File: src/rtl/zip_dbg_sequencer_if.sv
// Host request/response and debug Wishbone signals of the ZipCPU debug sequencer.
// Signal directions are named from the sequencer's point of view.
interface zip_dbg_sequencer_if;
  localparam int unsigned DW = 32;
  localparam int unsigned RW = 5;
  localparam int unsigned OW = 3;

  logic          i_req_valid;
  logic          o_req_ready;
  logic [OW-1:0] i_req_op;
  logic [RW-1:0] i_req_reg;
  logic [DW-1:0] i_req_data;
  logic          o_rsp_valid;
  logic [DW-1:0] o_rsp_data;
  logic          o_rsp_err;
  logic          o_halted;
  logic          o_dbg_cyc;
  logic          o_dbg_stb;
  logic          o_dbg_we;
  logic          o_dbg_addr;
  logic [DW-1:0] o_dbg_data;
  logic          i_dbg_ack;
  logic          i_dbg_stall;
  logic [DW-1:0] i_dbg_data;

  modport master (
    input  i_req_valid, i_req_op, i_req_reg, i_req_data,
    input  i_dbg_ack, i_dbg_stall, i_dbg_data,
    output o_req_ready, o_rsp_valid, o_rsp_data, o_rsp_err, o_halted,
    output o_dbg_cyc, o_dbg_stb, o_dbg_we, o_dbg_addr, o_dbg_data
  );

  modport slave (
    output i_req_valid, i_req_op, i_req_reg, i_req_data,
    output i_dbg_ack, i_dbg_stall, i_dbg_data,
    input  o_req_ready, o_rsp_valid, o_rsp_data, o_rsp_err, o_halted,
    input  o_dbg_cyc, o_dbg_stb, o_dbg_we, o_dbg_addr, o_dbg_data
  );
endinterface

File: src/rtl/zip_dbg_sequencer.sv
// Expands single host debug requests into the control/data Wishbone sequences
// of the ZipCPU debug port, with a bus timeout and a shadow halted flag.
module zip_dbg_sequencer #(
  parameter bit          START_HALTED = 1'b0,
  parameter int unsigned LGTIMEOUT    = 10
) (
  input  logic                i_clk,
  input  logic                i_rst_n,
  zip_dbg_sequencer_if.master bus
);
  localparam int unsigned DW = 32;
  localparam int unsigned RW = 5;
  localparam int unsigned OW = 3;
  localparam logic [LGTIMEOUT-1:0] TMO_LAST = {{(LGTIMEOUT-1){1'b1}}, 1'b0};

  localparam logic [OW-1:0] OP_RD     = 3'd0;
  localparam logic [OW-1:0] OP_WR     = 3'd1;
  localparam logic [OW-1:0] OP_HALT   = 3'd2;
  localparam logic [OW-1:0] OP_RESUME = 3'd3;
  localparam logic [OW-1:0] OP_STEP   = 3'd4;
  localparam logic [OW-1:0] OP_RESET  = 3'd5;
  localparam logic [OW-1:0] OP_STATUS = 3'd6;
  localparam logic [OW-1:0] OP_RSVD   = 3'd7;

  typedef enum logic [2:0] {S_IDLE, S_CTL, S_DAT, S_RST, S_STAT, S_RSP} state_e;

  state_e         state_q, state_d;
  logic [OW-1:0]  op_q, op_d;
  logic [RW-1:0]  reg_q, reg_d;
  logic [DW-1:0]  wdata_q, wdata_d;
  logic           was_halted_q, was_halted_d;
  logic           cyc_q, cyc_d, stb_q, stb_d, we_q, we_d, addr_q, addr_d;
  logic [DW-1:0]  dat_q, dat_d;
  logic [LGTIMEOUT-1:0] tmo_q, tmo_d;
  logic           rdy_q, rdy_d;
  logic           rsp_valid_q, rsp_valid_d, rsp_err_q, rsp_err_d;
  logic [DW-1:0]  rsp_data_q, rsp_data_d, rd_q, rd_d;
  logic           err_q, err_d, halted_q, halted_d;
  logic           phase_ack, tmo_hit;

  // Control word: [4:0] index, [6] reset, [8] step, [10] halt, [11] clear cache.
  function automatic logic [DW-1:0] ctl_word(input logic [OW-1:0] op, input logic [RW-1:0] idx,
                                             input logic clr, input logic halted);
    logic [DW-1:0] w;
    w = '0;
    case (op)
      OP_RD, OP_WR: begin w[10] = 1'b1; w[4:0] = idx; end
      OP_HALT:      w[10] = 1'b1;
      OP_RESUME:    w[11] = clr;
      OP_STEP:      w[8]  = 1'b1;
      OP_RESET:     begin w[6] = 1'b1; w[10] = halted; end
      default:      w = '0;
    endcase
    return w;
  endfunction

  // Ack counts only once the strobe has been (or is being) accepted.
  assign phase_ack = cyc_q && bus.i_dbg_ack && (!stb_q || !bus.i_dbg_stall);
  assign tmo_hit   = cyc_q && (tmo_q == TMO_LAST);

  always_ff @(posedge i_clk or negedge i_rst_n) begin
    if (!i_rst_n) begin
      state_q      <= S_IDLE;
      op_q         <= '0;
      reg_q        <= '0;
      wdata_q      <= '0;
      was_halted_q <= 1'b0;
      cyc_q        <= 1'b0;
      stb_q        <= 1'b0;
      we_q         <= 1'b0;
      addr_q       <= 1'b0;
      dat_q        <= '0;
      tmo_q        <= '0;
      rdy_q        <= 1'b1;
      rsp_valid_q  <= 1'b0;
      rsp_err_q    <= 1'b0;
      rsp_data_q   <= '0;
      rd_q         <= '0;
      err_q        <= 1'b0;
      halted_q     <= START_HALTED;
    end else begin
      state_q      <= state_d;
      op_q         <= op_d;
      reg_q        <= reg_d;
      wdata_q      <= wdata_d;
      was_halted_q <= was_halted_d;
      cyc_q        <= cyc_d;
      stb_q        <= stb_d;
      we_q         <= we_d;
      addr_q       <= addr_d;
      dat_q        <= dat_d;
      tmo_q        <= tmo_d;
      rdy_q        <= rdy_d;
      rsp_valid_q  <= rsp_valid_d;
      rsp_err_q    <= rsp_err_d;
      rsp_data_q   <= rsp_data_d;
      rd_q         <= rd_d;
      err_q        <= err_d;
      halted_q     <= halted_d;
    end
  end

  always_comb begin
    state_d      = state_q;
    op_d         = op_q;
    reg_d        = reg_q;
    wdata_d      = wdata_q;
    was_halted_d = was_halted_q;
    cyc_d        = cyc_q;
    stb_d        = stb_q;
    we_d         = we_q;
    addr_d       = addr_q;
    dat_d        = dat_q;
    tmo_d        = tmo_q;
    rsp_valid_d  = 1'b0;
    rsp_err_d    = 1'b0;
    rsp_data_d   = rsp_data_q;
    rd_d         = rd_q;
    err_d        = err_q;
    halted_d     = halted_q;

    // Handshake bookkeeping common to every active phase.
    if (cyc_q) begin
      tmo_d = tmo_q + LGTIMEOUT'(1);
      if (stb_q && !bus.i_dbg_stall) stb_d = 1'b0;
      if (phase_ack || tmo_hit) begin
        cyc_d = 1'b0;
        stb_d = 1'b0;
      end
    end

    case (state_q)
      S_IDLE: begin
        if (bus.i_req_valid && rdy_q) begin
          op_d         = bus.i_req_op;
          reg_d        = bus.i_req_reg;
          wdata_d      = bus.i_req_data;
          was_halted_d = halted_q;
          err_d        = 1'b0;
          if (bus.i_req_op == OP_RSVD) begin
            state_d = S_RSP;
            err_d   = 1'b1;
          end else begin
            // First phase launches straight from the accept cycle.
            state_d = (bus.i_req_op == OP_STATUS) ? S_STAT : S_CTL;
            cyc_d   = 1'b1;
            stb_d   = 1'b1;
            addr_d  = 1'b0;
            we_d    = (bus.i_req_op != OP_STATUS);
            dat_d   = ctl_word(bus.i_req_op, bus.i_req_reg, bus.i_req_data[11], halted_q);
            tmo_d   = '0;
          end
        end
      end
      S_CTL: begin
        if (phase_ack) begin
          if (op_q == OP_RESUME) halted_d = 1'b0;
          else if (op_q != OP_RESET) halted_d = 1'b1;
          state_d = (op_q == OP_RD || op_q == OP_WR) ? S_DAT : S_RSP;
        end else if (tmo_hit) begin
          state_d = S_RSP;
          err_d   = 1'b1;
        end
      end
      S_DAT: begin
        if (!cyc_q) begin
          cyc_d  = 1'b1;
          stb_d  = 1'b1;
          addr_d = 1'b1;
          we_d   = (op_q == OP_WR);
          dat_d  = wdata_q;
          tmo_d  = '0;
        end else if (phase_ack) begin
          rd_d    = bus.i_dbg_data;
          state_d = was_halted_q ? S_RSP : S_RST;
        end else if (tmo_hit) begin
          state_d = S_RSP;
          err_d   = 1'b1;
        end
      end
      S_RST: begin
        if (!cyc_q) begin
          cyc_d  = 1'b1;
          stb_d  = 1'b1;
          addr_d = 1'b0;
          we_d   = 1'b1;
          dat_d  = DW'(reg_q);
          tmo_d  = '0;
        end else if (phase_ack) begin
          halted_d = 1'b0;
          state_d  = S_RSP;
        end else if (tmo_hit) begin
          state_d = S_RSP;
          err_d   = 1'b1;
        end
      end
      S_STAT: begin
        if (phase_ack) begin
          rd_d    = bus.i_dbg_data;
          state_d = S_RSP;
        end else if (tmo_hit) begin
          state_d = S_RSP;
          err_d   = 1'b1;
        end
      end
      S_RSP: begin
        rsp_valid_d = 1'b1;
        rsp_err_d   = err_q;
        if (!err_q && (op_q == OP_RD || op_q == OP_STATUS)) rsp_data_d = rd_q;
        state_d = S_IDLE;
      end
      default: state_d = S_IDLE;
    endcase
  end

  // Ready reopens only after the response pulse has gone.
  assign rdy_d = (state_d == S_IDLE) && !rsp_valid_d;

  assign bus.o_req_ready = rdy_q;
  assign bus.o_rsp_valid = rsp_valid_q;
  assign bus.o_rsp_data  = rsp_data_q;
  assign bus.o_rsp_err   = rsp_err_q;
  assign bus.o_halted    = halted_q;
  assign bus.o_dbg_cyc   = cyc_q;
  assign bus.o_dbg_stb   = stb_q;
  assign bus.o_dbg_we    = we_q;
  assign bus.o_dbg_addr  = addr_q;
  assign bus.o_dbg_data  = dat_q;
endmodule
File: src/flat_wrapper.sv
// flat-port wrapper written by rule: the top's interface ports become plain ports
module zip_dbg_sequencer_flat 
#(
  parameter bit          START_HALTED = 1'b0,
  parameter int unsigned LGTIMEOUT    = 10
)
  (i_clk, i_rst_n, bus_i_req_valid, bus_i_req_op, bus_i_req_reg, bus_i_req_data, bus_i_dbg_ack, bus_i_dbg_stall, bus_i_dbg_data, bus_o_req_ready, bus_o_rsp_valid, bus_o_rsp_data, bus_o_rsp_err, bus_o_halted, bus_o_dbg_cyc, bus_o_dbg_stb, bus_o_dbg_we, bus_o_dbg_addr, bus_o_dbg_data);
  zip_dbg_sequencer_if bus_i ();
  input  logic i_clk;
  input  logic i_rst_n;
  input wire logic [$bits(bus_i.i_req_valid)-1:0] bus_i_req_valid;
  input wire logic [$bits(bus_i.i_req_op)-1:0] bus_i_req_op;
  input wire logic [$bits(bus_i.i_req_reg)-1:0] bus_i_req_reg;
  input wire logic [$bits(bus_i.i_req_data)-1:0] bus_i_req_data;
  input wire logic [$bits(bus_i.i_dbg_ack)-1:0] bus_i_dbg_ack;
  input wire logic [$bits(bus_i.i_dbg_stall)-1:0] bus_i_dbg_stall;
  input wire logic [$bits(bus_i.i_dbg_data)-1:0] bus_i_dbg_data;
  output wire logic [$bits(bus_i.o_req_ready)-1:0] bus_o_req_ready;
  output wire logic [$bits(bus_i.o_rsp_valid)-1:0] bus_o_rsp_valid;
  output wire logic [$bits(bus_i.o_rsp_data)-1:0] bus_o_rsp_data;
  output wire logic [$bits(bus_i.o_rsp_err)-1:0] bus_o_rsp_err;
  output wire logic [$bits(bus_i.o_halted)-1:0] bus_o_halted;
  output wire logic [$bits(bus_i.o_dbg_cyc)-1:0] bus_o_dbg_cyc;
  output wire logic [$bits(bus_i.o_dbg_stb)-1:0] bus_o_dbg_stb;
  output wire logic [$bits(bus_i.o_dbg_we)-1:0] bus_o_dbg_we;
  output wire logic [$bits(bus_i.o_dbg_addr)-1:0] bus_o_dbg_addr;
  output wire logic [$bits(bus_i.o_dbg_data)-1:0] bus_o_dbg_data;
  assign bus_i.i_req_valid = bus_i_req_valid;
  assign bus_i.i_req_op = bus_i_req_op;
  assign bus_i.i_req_reg = bus_i_req_reg;
  assign bus_i.i_req_data = bus_i_req_data;
  assign bus_i.i_dbg_ack = bus_i_dbg_ack;
  assign bus_i.i_dbg_stall = bus_i_dbg_stall;
  assign bus_i.i_dbg_data = bus_i_dbg_data;
  assign bus_o_req_ready = bus_i.o_req_ready;
  assign bus_o_rsp_valid = bus_i.o_rsp_valid;
  assign bus_o_rsp_data = bus_i.o_rsp_data;
  assign bus_o_rsp_err = bus_i.o_rsp_err;
  assign bus_o_halted = bus_i.o_halted;
  assign bus_o_dbg_cyc = bus_i.o_dbg_cyc;
  assign bus_o_dbg_stb = bus_i.o_dbg_stb;
  assign bus_o_dbg_we = bus_i.o_dbg_we;
  assign bus_o_dbg_addr = bus_i.o_dbg_addr;
  assign bus_o_dbg_data = bus_i.o_dbg_data;
  zip_dbg_sequencer #(.START_HALTED(START_HALTED), .LGTIMEOUT(LGTIMEOUT)) u_core (.i_clk(i_clk), .i_rst_n(i_rst_n), .bus(bus_i));
endmodule
File: config.mk
export PLATFORM = sky130hd
export DESIGN_NAME = zip_dbg_sequencer_flat
export DESIGN_NICKNAME = d
export VERILOG_FILES = /design/src/rtl/zip_dbg_sequencer_if.sv /design/src/rtl/zip_dbg_sequencer.sv /design/src/flat_wrapper.sv
export SDC_FILE = /design/constraint.sdc
export NUM_CORES = 1
export LEC_CHECK = 0
export CAP_MARGIN = 20
export CORE_MARGIN = 2
export CORE_UTILIZATION = 40
export CTS_BUF_LIST = sky130_fd_sc_hd__clkbuf_8
export DETAILED_ROUTE_END_ITERATION = 7
export PLACE_DENSITY = 0.75
export RECOVER_POWER = 100
export SYNTH_ARGS = -nofsm -noshare
export SYNTH_HDL_FRONTEND = slang
export SYNTH_SLANG_ARGS = --single-unit
File: constraint.sdc
create_clock -name i_clk -period 2.25 [get_ports i_clk]
set_clock_uncertainty 0.2 [all_clocks]
set_input_delay 0.45 -clock i_clk [delete_from_list [all_inputs] [get_ports i_clk]]
set_output_delay 0.45 -clock i_clk [all_outputs]
set_load 0.01 [all_outputs]
* Word-level counts from Yosys, hierarchy flattened
Cells that the tools add are included. W data, S select, Z words.
Storage, ports and cells: register bits after elaboration 159, bits in latches 0, memory bits (writable) 0, ROM bits 0, input bits 77, output and inout bits 72, logic and storage cells 146, memories kept 0
Operators by class: add/subtract/negate cells 1, multipliers 0, divide/modulo/power cells 0, magnitude comparators 0, equality and inequality tests 28, shift-type cells 0, multiplexer cells 66, bitwise gates (word level) 0, reductions and logical operators 33
Operator list (number):
- $mux W32 | 6
- $pmux W32 S3 | 1
- $pmux W32 S2 | 1
- $mux W10 | 4
- $mux W1 | 33
- $mux W3 | 11
- $eq A3 B3 Y1 const B | 7
- $pmux W10 S2 | 1
- $eq A3 B2 Y1 const B | 5
- $pmux W3 S5 | 1
- $logic_not A3 Y1 | 4
- $ne A2 B1 Y1 const B | 6
- $add A10 B1 Y10 const B | 1
- $eq A10 B10 Y1 const B | 1
- $reduce_and A5 Y1 | 2
- $eq A3 B1 Y1 const B | 3
- $pmux W1 S3 | 3
- $pmux W1 S2 | 4
- $logic_and A1 B1 Y1 | 7
- $ne A2 B2 Y1 const B | 3
- $ne A3 B3 Y1 const B | 2
- $reduce_and A2 Y1 | 3
- $reduce_bool A3 Y1 | 2
- $reduce_or A2 Y1 | 3
- 7 further kinds | 14

* Logic depth before layout (Yosys ltp)
Gate-level depths: netlist (run 1).
depth in word-level cells 9, mapped depth 8, mapped depth without buffers 7

* Least setup slack after synthesis (run 1)
Ideal clock, no wire load.
path type register to register, from reg u_core.state_q[1], to reg u_core.rsp_data_q[10], in the netlist u_core.bus.o_rsp_data[10], setup time 0.125 ns, arrival 1.749 ns, required time 1.925 ns, setup slack 0.176 ns, stages on the path, launching flop included 7, buffers on the path 2, period minus slack after synthesis 2.074 ns, cells stage by stage dfrtp_1 > and2b_2 > nand2_1 > or4_4 > buf_6 > buf_6 > mux2_4
Between the ends: cells in the longest elaborated chain, start to end 2
Ends and longest elaborated chain:
- start: declaration | RTL line zip_dbg_sequencer.sv:27 | state_e state_q, state_d;
- start signal: assignment | RTL line zip_dbg_sequencer.sv:82 | state_q <= state_d;
- $eq A3 B3 Y1 | RTL line zip_dbg_sequencer.sv:132 | case (state_q)
- $reduce_and A2 Y1 (no source line)
- end signal: assignment | RTL line zip_dbg_sequencer.sv:96 | rsp_data_q <= rsp_data_d;
- end: declaration | RTL line zip_dbg_sequencer.sv:37 | logic [DW-1:0] rsp_data_q, rsp_data_d, rd_q, rd_d;
Every way passes these cells. A chain may end at the register's enable or synchronous reset.

* Worst setup path after layout (run 1)
from reg u_core.we_q, in the netlist u_core.bus.o_dbg_we, to out bus_o_dbg_we
RTL lines:
- start: declaration | RTL line zip_dbg_sequencer.sv:32 | logic cyc_q, cyc_d, stb_q, stb_d, we_q, we_d, addr_q, addr_d;
- start signal: assignment | RTL line zip_dbg_sequencer.sv:89 | we_q <= we_d;
- end: declaration | RTL line flat_wrapper.sv:25 | output wire logic [$bits(bus_i.o_dbg_we)-1:0] bus_o_dbg_we;
No word-level cell between the ends.

==> results.py, run 1 <==
metrics = {
    "worst_setup_path": {
        "crit_type": "reg -> out",
        "cpPeakStageDelay_ps": 660,
        "endpoint_kind": "output pin",
        "crit_arrival_ps": 1480,
        "worst-path-buf-inv": 1,
        "critical_path.top_delay_family": "buffers and inverters",
        "crit_chain": "dlygate4sd3_1",
        "path_max_fanout": 2,
        "worst_ep_required_time_ps": 1600,
        "crit_path_start_kind": "flop",
        "slowest_stage": "dlygate4sd3_1",
        "r2r_slack_ps": 140,
    },
    "placed_design": {
        "port_buffers": 148,
        "place_area_um2": 8680,
        "dp_hpwl_um": 11130,
        "dp_cells": 904,
        "routabilityCongestion": 0.8086,
    },
    "synth": {
        "syn_nets": 609,
        "ys_warn_count": 0,
        "synth_top_cell_area_share": 0.5923,
        "yosysSeqAreaShare": 0.5963,
        "syn_area_um2": 6675,
        "synthCells": 529,
        "synth.largest_area_cell": "dfrtp_1",
        "netlist-cell-type-count": 48,
        "avgSynthCellArea_um2": 12.62,
        "synthTopCellsByArea": "dfrtp_1, mux2_2, mux2_4, nand2_1, nand3_1",
        "ys_ff_latch": 159,
    },
    "grt": {
        "antenna_found_initial": 0,
        "grt_pass1_wl_um": 25400,
        "grt_overflow_total": 0,
        "gr-usage-all-layers": 0.1802,
        "grt_pass1_vias": 4987,
        "grt_max_degree": 47,
    },
    "floorplan": {
        "dieHeight_um": 133.2,
        "rows": 47,
        "fp.dieArea_um2": 17740,
        "initial_utilization": 0.4054,
        "chipWidth_um": 133.2,
        "io_pins": 149,
        "coreArea_um2": 16470,
    },
    "layout": {
        "nFillCells": 1410,
        "layoutNonFillerInstCount": 936,
        "synthToLayoutAreaGrowth_pct": 33.61,
        "fin_area_um2": 8919,
        "drive_gt1_frac": 0.2011,
        "nNetsFinal": 784,
        "diodes": 0,
    },
    "clock_network": {
        "clock-sinks": 159,
        "cts_buffer_depth": 2,
        "path_clk_slew_ps": 80,
        "cts_root_buf": "clkbuf_8",
        "clk_latency_ps": 440,
        "numCtsBuffers": 17,
        "htreeDepth": 4,
        "post_cts_buffers": 0,
        "tritoncts": "done",
    },
    "detailed_routing": {
        "detail-route-antenna-nets": 0,
        "viasPerCell": 4.956,
        "vias": 4639,
        "routedWlPerCell_um": 16.42,
        "drt_iter0_drc": 220,
        "wirelength_um": 15370,
        "drt_first_pass_iters": 5,
        "drt_drc_violations_left": 0,
    },
    "flow_run": {
        "timing.max_cap.violations": 0,
    },
    "sta": {
        "max-slew-margin-rel": 0.3264,
        "max_freq_ghz": 0.4699,
        "slew_violations": 0,
        "setup_viol": 0,
        "worstMarginPinSlew_ps": 1010,
        "hold_viol": 0,
        "min_period_over_period": 0.9457,
        "period_minus_slack_ps": 2128,
        "whs_ps": 263.0,
        "rsz0062_at_grt": "false",
    },
    "power": {
        "power_density_nw_per_um2": 1272,
        "intPower_mw": 7.550,
        "combPwrFrac": 0.388,
        "power_switching_mw": 3.791,
        "leakage_nw": 4.211,
        "seq_power_share": 0.428,
        "p_sw_frac": 0.3343,
        "vdd_drop_max_mv": 0.7217,
        "p_clk_frac": 0.184,
    },
    "worst_hold_path": {
        "hp-class": "reg -> reg",
    },
    "outcome": {
        "status": "finished clean",
    },
}
metal layers:
metal,track usage,vias to the layer above,part of all wire
li1,-,2193,-
met1,0.2373,2290,0.44
met2,0.2994,146,0.49
met3,0.04871,10,0.062
met4,0.04314,0,0.0085
met5,0,-,0
cell usage in the layout, fill, tap and decap left out, types with 4 or more instances in the layout:
master and count:
mux2i_1 5, nand2_1 76, xor2_1 6, clkinvlp_4 5, dfrtp_1 157, nand3_1 26, xnor2_1 4, dlygate4sd3_1 71
buf_4 19, mux2_2 73, o21ai_0 8, a211oi_1 4, buf_12 6, clkbuf_8 20, a31oi_1 6, nand4_1 4
nor2_1 33, clkbuf_2 6, clkdlybuf4s50_1 76, mux2_1 30, nor3_1 5, a21oi_1 15, inv_1 8
synth_stat cells, drive strengths merged:
cell     number
and2b         1
nand4         4
nor2b         2
o21ai         9
a311oi        2
or4           1
and2          1
o221ai        1
dfrtp       158
nand4b        1
a311o         1
and4          3
mux2        103
clkbuf       11
or2           1
inv           5
a22oi         1
and3          2
a211oi        4
nand2        76
xor2          6
a21o          1
nand2b        1
nor3          5
ha            3
a21boi        1
xnor2         4
a31oi         6
nand3        26
nor4b         2
o22ai         2
and3b         1
a21oi        15
a32oi         2
dfstp         1
a41o          1
mux2i         5
nand4bb       1
or3           2
o31ai         3
buf          19
nor2         35
power groups by stage:
stage / Combinational [mW] / Clock (mW) / Sequential (mW)
3_5_place_dp: 4.86 / 0 / 4.95
6_report: 4.40 / 2.09 / 4.85
3_3_place_gp: 4.71 / 0 / 4.88
2_1_floorplan: 2.48 / 0 / 4.99
4_1_cts: 4.87 / 2.15 / 4.92
5_1_grt: 4.79 / 2.30 / 5.00
cell families after synthesis:
group,Yosys count,share of synthesized area
buf+inv,35,0.02793
compound gates,49,0.04686
flops,159,0.5963
simple gates,165,0.1121
mux,108,0.1981
fa+ha+maj,3,0.005624
xor+xnor,10,0.01312
final timing paths:
kind | startpoint | end | depth (start not counted)
min in group asynchronous | i_rst_n | u_core.bus.o_rsp_data[19] | 2
worst max-delay path | u_core.bus.o_dbg_we | bus_o_dbg_we | 1
worst min-delay path | u_core.bus.o_dbg_data[31] | u_core.bus.o_dbg_data[31] | 2
worst max register to register | u_core.state_q[1] | u_core.bus.o_rsp_data[28] | 5
max in group asynchronous | i_rst_n | u_core.rd_q[8] | 3
worst min register to register | u_core.bus.o_dbg_data[31] | u_core.bus.o_dbg_data[31] | 2
stage by stage:
stage | utilization | setup slack (ps) | power (mW) | TNS [ps]
2_1_floorplan | - | 176.3 | 7.468 | 0
3_3_place_gp | 0.5271 | -122.7 | 9.590 | -7352
3_5_place_dp | 0.5271 | -194.6 | 9.811 | -12610
4_1_cts | 0.5516 | 74.93 | 11.94 | 0
5_1_grt | 0.5416 | 37.02 | 12.09 | 0
6_report | 0.5416 | 122.1 | 11.34 | 0
final cells by class:
cell class              instances  area (um^2)  area share
clock inverters                11        117.6     0.01319
multi-input cells             335         2421      0.2715
clock buffers                  20        275.3     0.03086
inverters                       5        18.77    0.002104
well taps                     220        275.3     0.03086
flip-flops and latches        159         3981      0.4464
repair buffers                186         1829      0.2051
flip-flops by register name (all words and copies together) (netlist names), 3 cells and up:
name / count
u_core.bus.o_dbg_data: 32
u_core.bus.o_rsp_data: 32
u_core.op_q: 3
u_core.rd_q: 32
u_core.reg_q: 5
u_core.state_q: 3
u_core.tmo_q: 10
u_core.wdata_q: 32
timing repair:
item	4_1_cts	5_1_grt
hold endpoints to repair	36	0
hold buffers	1	0
resized for setup	2	1
setup endpoints to repair	2	2
No activity file was read; power rests on OpenSTA's default activity.
==> run 2, diff against run 1 <==
CTS_CLUSTER_DIAMETER = 50   (was default)
==> results of run 2 <==
The final DEF is identical to that of run 1; final timing and power are the same.
==> run 3, diff against run 2 <==
--- a/config.mk
+++ b/config.mk
@@ -13,3 +13,3 @@
 export DETAILED_ROUTE_END_ITERATION = 7
-export PLACE_DENSITY = 0.75
+export PLACE_DENSITY = 0.73
 export RECOVER_POWER = 100
==> constraint.sdc (replaced) <==
create_clock -name i_clk -period 2.5 [get_ports i_clk]
set_clock_uncertainty 0.2 [all_clocks]
set_input_delay 0.5 -clock i_clk [delete_from_list [all_inputs] [get_ports i_clk]]
set_output_delay 0.5 -clock i_clk [all_outputs]
set_load 0.005 [all_outputs]
==> run 3 against run 2 <==
  * Combinational power decreased by 18%
  * Largest power group unchanged
  * Cell count shrank 0.96%
  * Register-to-register slack better by 120 ps
  * Count of clock-buffer cells in the layout down 2
  * First-iteration DRC count is 18% lower
  * Clock power barely moved
  * Worst setup slack improved by 58 ps
  * Routed wire length shrank 1.3%
==> results.py, run 3 (synthesis results as in run 1) <==
metrics = {
    "floorplan": {
        "io_pins": 149,
        "rows": 47,
        "dieHeight_um": 133.2,
        "initial_utilization": 0.4054,
        "chipWidth_um": 133.2,
        "fp.dieArea_um2": 17740,
        "coreArea_um2": 16470,
    },
    "worst_setup_path": {
        "crit_type": "reg -> out",
        "critical_path.top_delay_family": "buffers and inverters",
        "crit_arrival_ps": 1620,
        "slowest_stage": "dlygate4sd3_1",
        "path_max_fanout": 3,
        "cpPeakStageDelay_ps": 620,
        "endpoint_kind": "output pin",
        "crit_path_start_kind": "flop",
        "worst_ep_required_time_ps": 1800,
        "worst-path-buf-inv": 1,
        "crit_chain": "dlygate4sd3_1",
    },
    "clock_network": {
        "htreeDepth": 4,
        "numCtsBuffers": 17,
        "tritoncts": "done",
        "post_cts_buffers": 0,
        "cts_buffer_depth": 2,
        "clock-sinks": 159,
        "cts_root_buf": "clkbuf_8",
        "path_clk_slew_ps": 80,
        "post_cts_resize_count": 0,
        "clk_latency_ps": 450,
    },
    "detailed_routing": {
        "drt_first_pass_iters": 5,
        "routedWlPerCell_um": 16.35,
        "drt_drc_violations_left": 0,
        "vias": 4646,
        "viasPerCell": 5.012,
        "drt_iter0_drc": 180,
        "wirelength_um": 15160,
        "detail-route-antenna-nets": 0,
    },
    "sta": {
        "max_freq_ghz": 0.4310,
        "max-slew-margin-rel": 0.04815,
        "setup_viol": 0,
        "rsz0062_at_grt": "false",
        "slew_violations": 0,
        "worstMarginPinSlew_ps": 1428,
        "min_period_over_period": 0.9281,
        "hold_viol": 0,
        "period_minus_slack_ps": 2320,
        "final.setup.tns_ps": 0,
    },
    "placed_design": {
        "dp_hpwl_um": 10880,
        "port_buffers": 148,
        "routabilityCongestion": 0.8747,
        "dp_cells": 894,
    },
    "outcome": {
        "status": "finished clean",
    },
    "layout": {
        "layoutNonFillerInstCount": 927,
        "drive_gt1_frac": 0.1938,
        "nNetsFinal": 774,
        "diodes": 0,
        "final_common_cell": "dfrtp_1",
        "final_util": 0.5375,
        "synthToLayoutAreaGrowth_pct": 32.58,
        "final_cell_mix": "dfrtp_1, nand2_1, clkdlybuf4s50_1",
    },
    "power": {
        "leakage_nw": 4.171,
        "power_density_nw_per_um2": 1136,
        "vdd_drop_max_mv": 0.5791,
    },
    "grt": {
        "grt_pass1_wl_um": 25700,
        "gr-usage-all-layers": 0.1831,
        "grt_overflow_total": 0,
        "grt_pass1_vias": 4897,
        "grt_max_degree": 63,
        "antenna_found_initial": 0,
    },
    "flow_run": {
        "timing.max_cap.violations": 0,
    },
    "worst_hold_path": {
        "hp-class": "reg -> reg",
    },
}
==> run 3: cell count changes in the layout (fill, tap and decap cells not counted), sizes merged, moves of 2 or more <==
cell	before	now
bufinv	2	4
clkbuf	30	25
dlygate4sd3	71	73
clkinv	0	3
buf	28	21
clkinvlp	5	3
==> run 3: metal layers <==
| metal | vias up | share of wire | GRT usage |
|---|---|---|---|
| met5 | - | 0 | 0 |
| met4 | 0 | 0.015 | 0.05910 |
| met3 | 18 | 0.061 | 0.05441 |
| met2 | 148 | 0.46 | 0.2873 |
| met1 | 2312 | 0.46 | 0.2461 |
| li1 | 2168 | - | - |
==> run 3: through the flow <==
stage | total power [mW] | instance area [um^2] | setup WS, ps | hold slack, ps
after floorplan | 6.540 | 6675 | 426.3 | 4.409
after global placement | 8.362 | 8592 | 133.5 | 256.1
after detailed placement | 8.532 | 8592 | 87.15 | 260.9
after CTS | 10.63 | 9037 | 206.4 | 279.7
after global routing | 10.75 | 8850 | 88.22 | 304.0
final | 10.06 | 8850 | 179.8 | 270.4
==> run 3: final cells by class <==
class                           instances  area (um^2)
Tap cell                              220        275.3
Inverter                                5        18.77
Clock inverter                         14        187.7
Clock buffer                           18        247.7
Multi-Input combinational cell        335         2411
Timing Repair Buffer                  176         1729
Sequential cell                       159         3980
Fill cell                            1409         7616
==> run 3: power breakdown <==
part | leakage, nW | switching (mW) | internal [mW] | total, mW
logic | 1.93 | 1.60 | 2.02 | 3.62
clock network | 0.217 | 0.943 | 1.11 | 2.06
registers | 2.02 | 0.671 | 3.71 | 4.38
total | 4.17 | 3.21 | 6.84 | 10.1
==> run 3: worst paths after layout <==
| path | start | to | slack [ps] | depth (start not counted) |
|---|---|---|---|---|
| worst min-delay path | u_core.bus.o_dbg_data[16] | u_core.bus.o_dbg_data[16] | 270 | 2 |
| worst max-delay path | u_core.bus.o_req_ready | bus_o_req_ready | 180 | 1 |
| worst max register to register | u_core.state_q[2] | u_core.bus.o_dbg_data[14] | 260 | 6 |
| min in group asynchronous | i_rst_n | u_core.rd_q[4] | 730 | 2 |
| max in group asynchronous | i_rst_n | u_core.wdata_q[29] | 390 | 3 |
| worst min register to register | u_core.bus.o_dbg_data[16] | u_core.bus.o_dbg_data[16] | 270 | 2 |
==> run 3: timing repair <==
| item | 4_1_cts | 5_1_grt |
|---|---|---|
| setup endpoints to repair | 0 | 0 |
| endpoints found under the hold margin | 57 | 0 |
| hold buffers | 1 | 0 |
==> patch 1: new RTL, config.mk and constraints of run 2 <==
`LGTIMEOUT` is set to 10 in 2 places; all go to 5.
--- a/src/rtl/zip_dbg_sequencer.sv
+++ b/src/rtl/zip_dbg_sequencer.sv
@@ -2,7 +2,7 @@
 // of the ZipCPU debug port, with a bus timeout and a shadow halted flag.
 module zip_dbg_sequencer #(
   parameter bit          START_HALTED = 1'b0,
-  parameter int unsigned LGTIMEOUT    = 10
+  parameter int unsigned LGTIMEOUT    = 5
 ) (
   input  logic                i_clk,
   input  logic                i_rst_n,
--- a/src/flat_wrapper.sv
+++ b/src/flat_wrapper.sv
@@ -2,7 +2,7 @@
 module zip_dbg_sequencer_flat 
 #(
   parameter bit          START_HALTED = 1'b0,
-  parameter int unsigned LGTIMEOUT    = 10
+  parameter int unsigned LGTIMEOUT    = 5
 )
   (i_clk, i_rst_n, bus_i_req_valid, bus_i_req_op, bus_i_req_reg, bus_i_req_data, bus_i_dbg_ack, bus_i_dbg_stall, bus_i_dbg_data, bus_o_req_ready, bus_o_rsp_valid, bus_o_rsp_data, bus_o_rsp_err, bus_o_halted, bus_o_dbg_cyc, bus_o_dbg_stb, bus_o_dbg_we, bus_o_dbg_addr, bus_o_dbg_data);
   zip_dbg_sequencer_if bus_i ();
Formal check against the unedited RTL: no difference found for any inputs over 4 cycles, from zero or initial values and one cycle with i_rst_n low; that may be too few to reach the edited logic, so the function may still have changed.
==> patch 1 against run 2 <==
Utilization is 0.71 points higher; clock power is 8% higher; final area is 3.0% lower; total power is 0.91% higher; cell count is 4.7% lower; setup slack worse by 0.051 ns; routed wire length is 5.4% lower; sequential cell count is 5 lower; area after synthesis is 3.7% lower; largest cell class unchanged; highest routed layer unchanged.
==> patch 1: results (changes against run 2) <==
pin count of the biggest net entering global routing = 60 (+28%)
Clock Power = 2.25 mW (+8%)
HP Start = u_core.rd_q[18]$_DFFE_PN0P_
Post-Layout Cell Count = 892 (-4.7%)
drt initial violations = 176 (-20%)
grt met2 use = 0.301 (+0.00210)
Synth Area in Compound Gates = 0.0656 (+0.0187)
Critical Path AT = 1.53 ns (+0.05 ns)
PD cells = 1320 nW/µm² (+4.0%)
top post-synthesis cells by area = dfrtp_1 (60%), mux2_2 (11%), mux2_1 (5.8%)
Placed Instances = 860 (-4.9%)
first-pass GRT wire length = 23500 µm (-7.7%)
detailed placement HPWL = 10300 µm (-7.5%)
worst slack, placed = -0.0704 ns (+0.124 ns)
# resized after CTS = 0 (-2)
CTS Hold Buffers Added = 1 (unchanged)
R2R Setup Slk = 0.12 ns (-0.02 ns)
DP Area = 8320 µm² (-4.1%)
total number of vias = 4472 (-3.6%)
register share of total power = 0.420 (-0.008)
worst hold endpoint = u_core.rd_q[18]$_DFFE_PN0P_
DRT Wirelength = 14500 µm (-5.4%)
maximum fanout along the worst path = 3 (+1)
fraction of layout cells with a size suffix above 1 = 0.201 (about the same)
relative slew slack = 0.300 (-0.0268)
Post-Synth Adder-Cell Area = 0.00584 (+0.000217)
worst r2r dst = u_core.rd_q[10]$_DFFE_PN0P_
Leak = 3.92 nW (-6.9%)
R2R Path Start = u_core.state_q[0]$_DFF_PN0_
Hold WS = 0.292 ns (+0.0293 ns)
hold depth = 1 (-1)
met1 Use GR = 0.210 (-0.0275)
met2 wire len = 7160 µm (-5.6%)
Syn Nets = 575 (-5.6%)
met3 GRT Util = 0.0562 (+0.00748)
Tot GR Track Use = 0.177 (-0.00278)
CTS clk-pin slew, worst paths = 0.08 ns (about the same)
Largest stage delay, worst path = 0.56 ns (-0.10 ns)
First-pass DRT Iterations = 4 (-1)
Crit-path slowest cell = dfstp_2
top post-synthesis cells by count = dfrtp_1 (153), mux2_2 (64), mux2_1 (33)
status = complete, no violations
synthesized area per cell = 13.0 µm² (+2.9%)
family with the most delay on the worst path = flip-flops
Final #Nets = 744 (-5.1%)
Worst VDD drop = 626 µV (-13%)
Metal-1 WL = 6070 µm (-9.3%)
sequential fraction of the synthesis area = 0.600 (+0.00352)
WL met3 = 1070 µm (+12%)
vias in the first global route = 4862 (-2.5%)
Synth Area in XOR/XNOR = 0.00273 (-0.0104)
fraction of synthesized area in multiplexers = 0.201 (+0.00296)
==> patch 1: final cells by class <==
cell class | instances | area, µm²
clock buffer | 19 | 262
clock inverter | 12 | 173
fill | 1350 | 7120
inverter | 25 | 93.8
multi-input combinational | 288 | 2260
sequential | 154 | 3850
tap | 216 | 270
timing repair buffer | 178 | 1740
==> patch 1: how the worst max path moves through the flow <==
stage                                                 from                               end  slack (ns)  cells past startpoint
final                     u_core.bus.o_req_ready$_DFF_PN1_                   bus_o_req_ready        0.07                      1
after floorplan                u_core.state_q[2]$_DFF_PN0_       u_core.reg_q[1]$_DFFE_PN0P_        0.33                      4
after global placement                     bus_i_dbg_stall  u_core.bus.o_req_ready$_DFF_PN1_       0.002                      7
after global routing      u_core.bus.o_req_ready$_DFF_PN1_                   bus_o_req_ready        0.01                      1
after detailed placement                   bus_i_dbg_stall  u_core.bus.o_req_ready$_DFF_PN1_       -0.07                      7
after CTS                 u_core.bus.o_req_ready$_DFF_PN1_                   bus_o_req_ready        0.03                      1
==> patch 2: new RTL, settings of run 2 <==
Without the edit above. The 6 states of `state_e` get a one-hot encoding in 6 bits.
--- a/src/rtl/zip_dbg_sequencer.sv
+++ b/src/rtl/zip_dbg_sequencer.sv
@@ -22,7 +22,7 @@
   localparam logic [OW-1:0] OP_STATUS = 3'd6;
   localparam logic [OW-1:0] OP_RSVD   = 3'd7;
 
-  typedef enum logic [2:0] {S_IDLE, S_CTL, S_DAT, S_RST, S_STAT, S_RSP} state_e;
+  typedef enum logic [5:0] {S_IDLE = 6'b000001, S_CTL = 6'b000010, S_DAT = 6'b000100, S_RST = 6'b001000, S_STAT = 6'b010000, S_RSP = 6'b100000} state_e;
 
   state_e         state_q, state_d;
   logic [OW-1:0]  op_q, op_d;
Function: no difference found for any inputs over 4 cycles, from zero or initial values and one cycle with i_rst_n low; so few cycles prove little.
==> patch 2 against run 2 <==
Setup slack lost 0.047 ns; sequential cell count grew 3; synthesized cell count grew 3.6%; fmax shrank 2.2%; area after synthesis shrank 2.5%; final area shrank 1.4%; routed wire length shrank 4.3%; critical endpoint is now u_core.bus.o_dbg_data[6]$_DFFE_PN0P_.
Power is not compared: it rests on default switching activity, and its combinational part moved more than twofold at a synthesized area within 25%.
==> patch 2: results (changes against run 2) <==
routed wire length per instance = 15.6 µm (-5.1%)
fraction of layout cells with a size suffix above 1 = 0.173 (-0.0280)
std cell rows = 46 (-2.1%)
worst slack, placed = -0.140 ns (+0.0541 ns)
Slew @ Worst Pin = 0.878 ns (-0.133 ns)
Syn Nets = 628 (+3.1%)
first-pass GRT wire length = 24400 µm (-3.9%)
top post-synthesis cells by area = dfrtp_1 (62%), mux2_2 (11%), nand2_1 (8.2%)
Placed Instances = 911 (+0.77%)
Synth Area in Compound Gates = 0.0764 (+0.0295)
register area = 4060 µm² (+1.9%)
inverters = 2 (-3)
sequential fraction of the synthesis area = 0.624 (+0.0273)
Clock buffers and inverters, area share = 0.0511 (+0.00702)
DP Area = 8400 µm² (-3.2%)
vias in the first global route = 4877 (-2.2%)
count of different cell masters after synthesis = 45 (-6.3%)
Tot GR Track Use = 0.177 (-0.00330)
setup slack after layout = 0.0750 ns (-0.0470 ns)
maximum fanout along the worst path = 31 (+29)
Synth Area in XOR/XNOR = 0.0162 (+0.00304)
top post-synthesis cells by count = dfrtp_1 (160), nand2_1 (142), mux2_2 (61)
Post-Synth Adder-Cell Area = 0.00577 (+0.000147)
number of multi-input logic gates = 354 (+5.7%)
First-pass DRT Iterations = 7 (+2)
HP Start = u_core.wdata_q[10]$_DFFE_PN0P_
status = complete, no violations
NonClk Buf Share = 0.199 (-0.00622)
FF+latch count = 162 (+1.9%)
RD Place Congestion = 0.813 (+0.48%)
CLK BUF = 18 (-10%)
Non-clk bufs = 178 (-4.3%)
detailed placement HPWL = 10400 µm (-6.3%)
[patch 2: changes by cell type after synthesis, sizes merged, moves of 5 or more]
cell and change:
xor2 +5, a31oi -6, nand2 +66, nor2 -13
a22o +23, mux2i -5, a222oi +5, nand3 -15
mux2 -39
[patch 2: power by group]
part,switching [mW],leakage [nW],total [mW],internal [mW]
combinational,1.16,2.07,2.15,0.990
sequential,0.457,2.15,4.06,3.60
clock,1.09,0.221,2.35,1.25
total,2.71,4.45,8.55,5.84
[patch 2: per-layer routing]
metal / global-route usage / up-vias / routed length [µm]
met2: 0.272 / 166 / 6720
met1: 0.237 / 2259 / 6700
met4: 0.0616 / 0 / 256
met3: 0.0556 / 23 / 1040
met5: 0 / - / 0
li1: - / 2226 / -
[patch 2: metrics by stage]
stage                util  hold slack (ns)
floorplan               -          -0.0456
global placement    0.529            0.161
detailed placement  0.529            0.169
CTS                 0.558            0.237
global route        0.554            0.303
finish              0.554            0.280
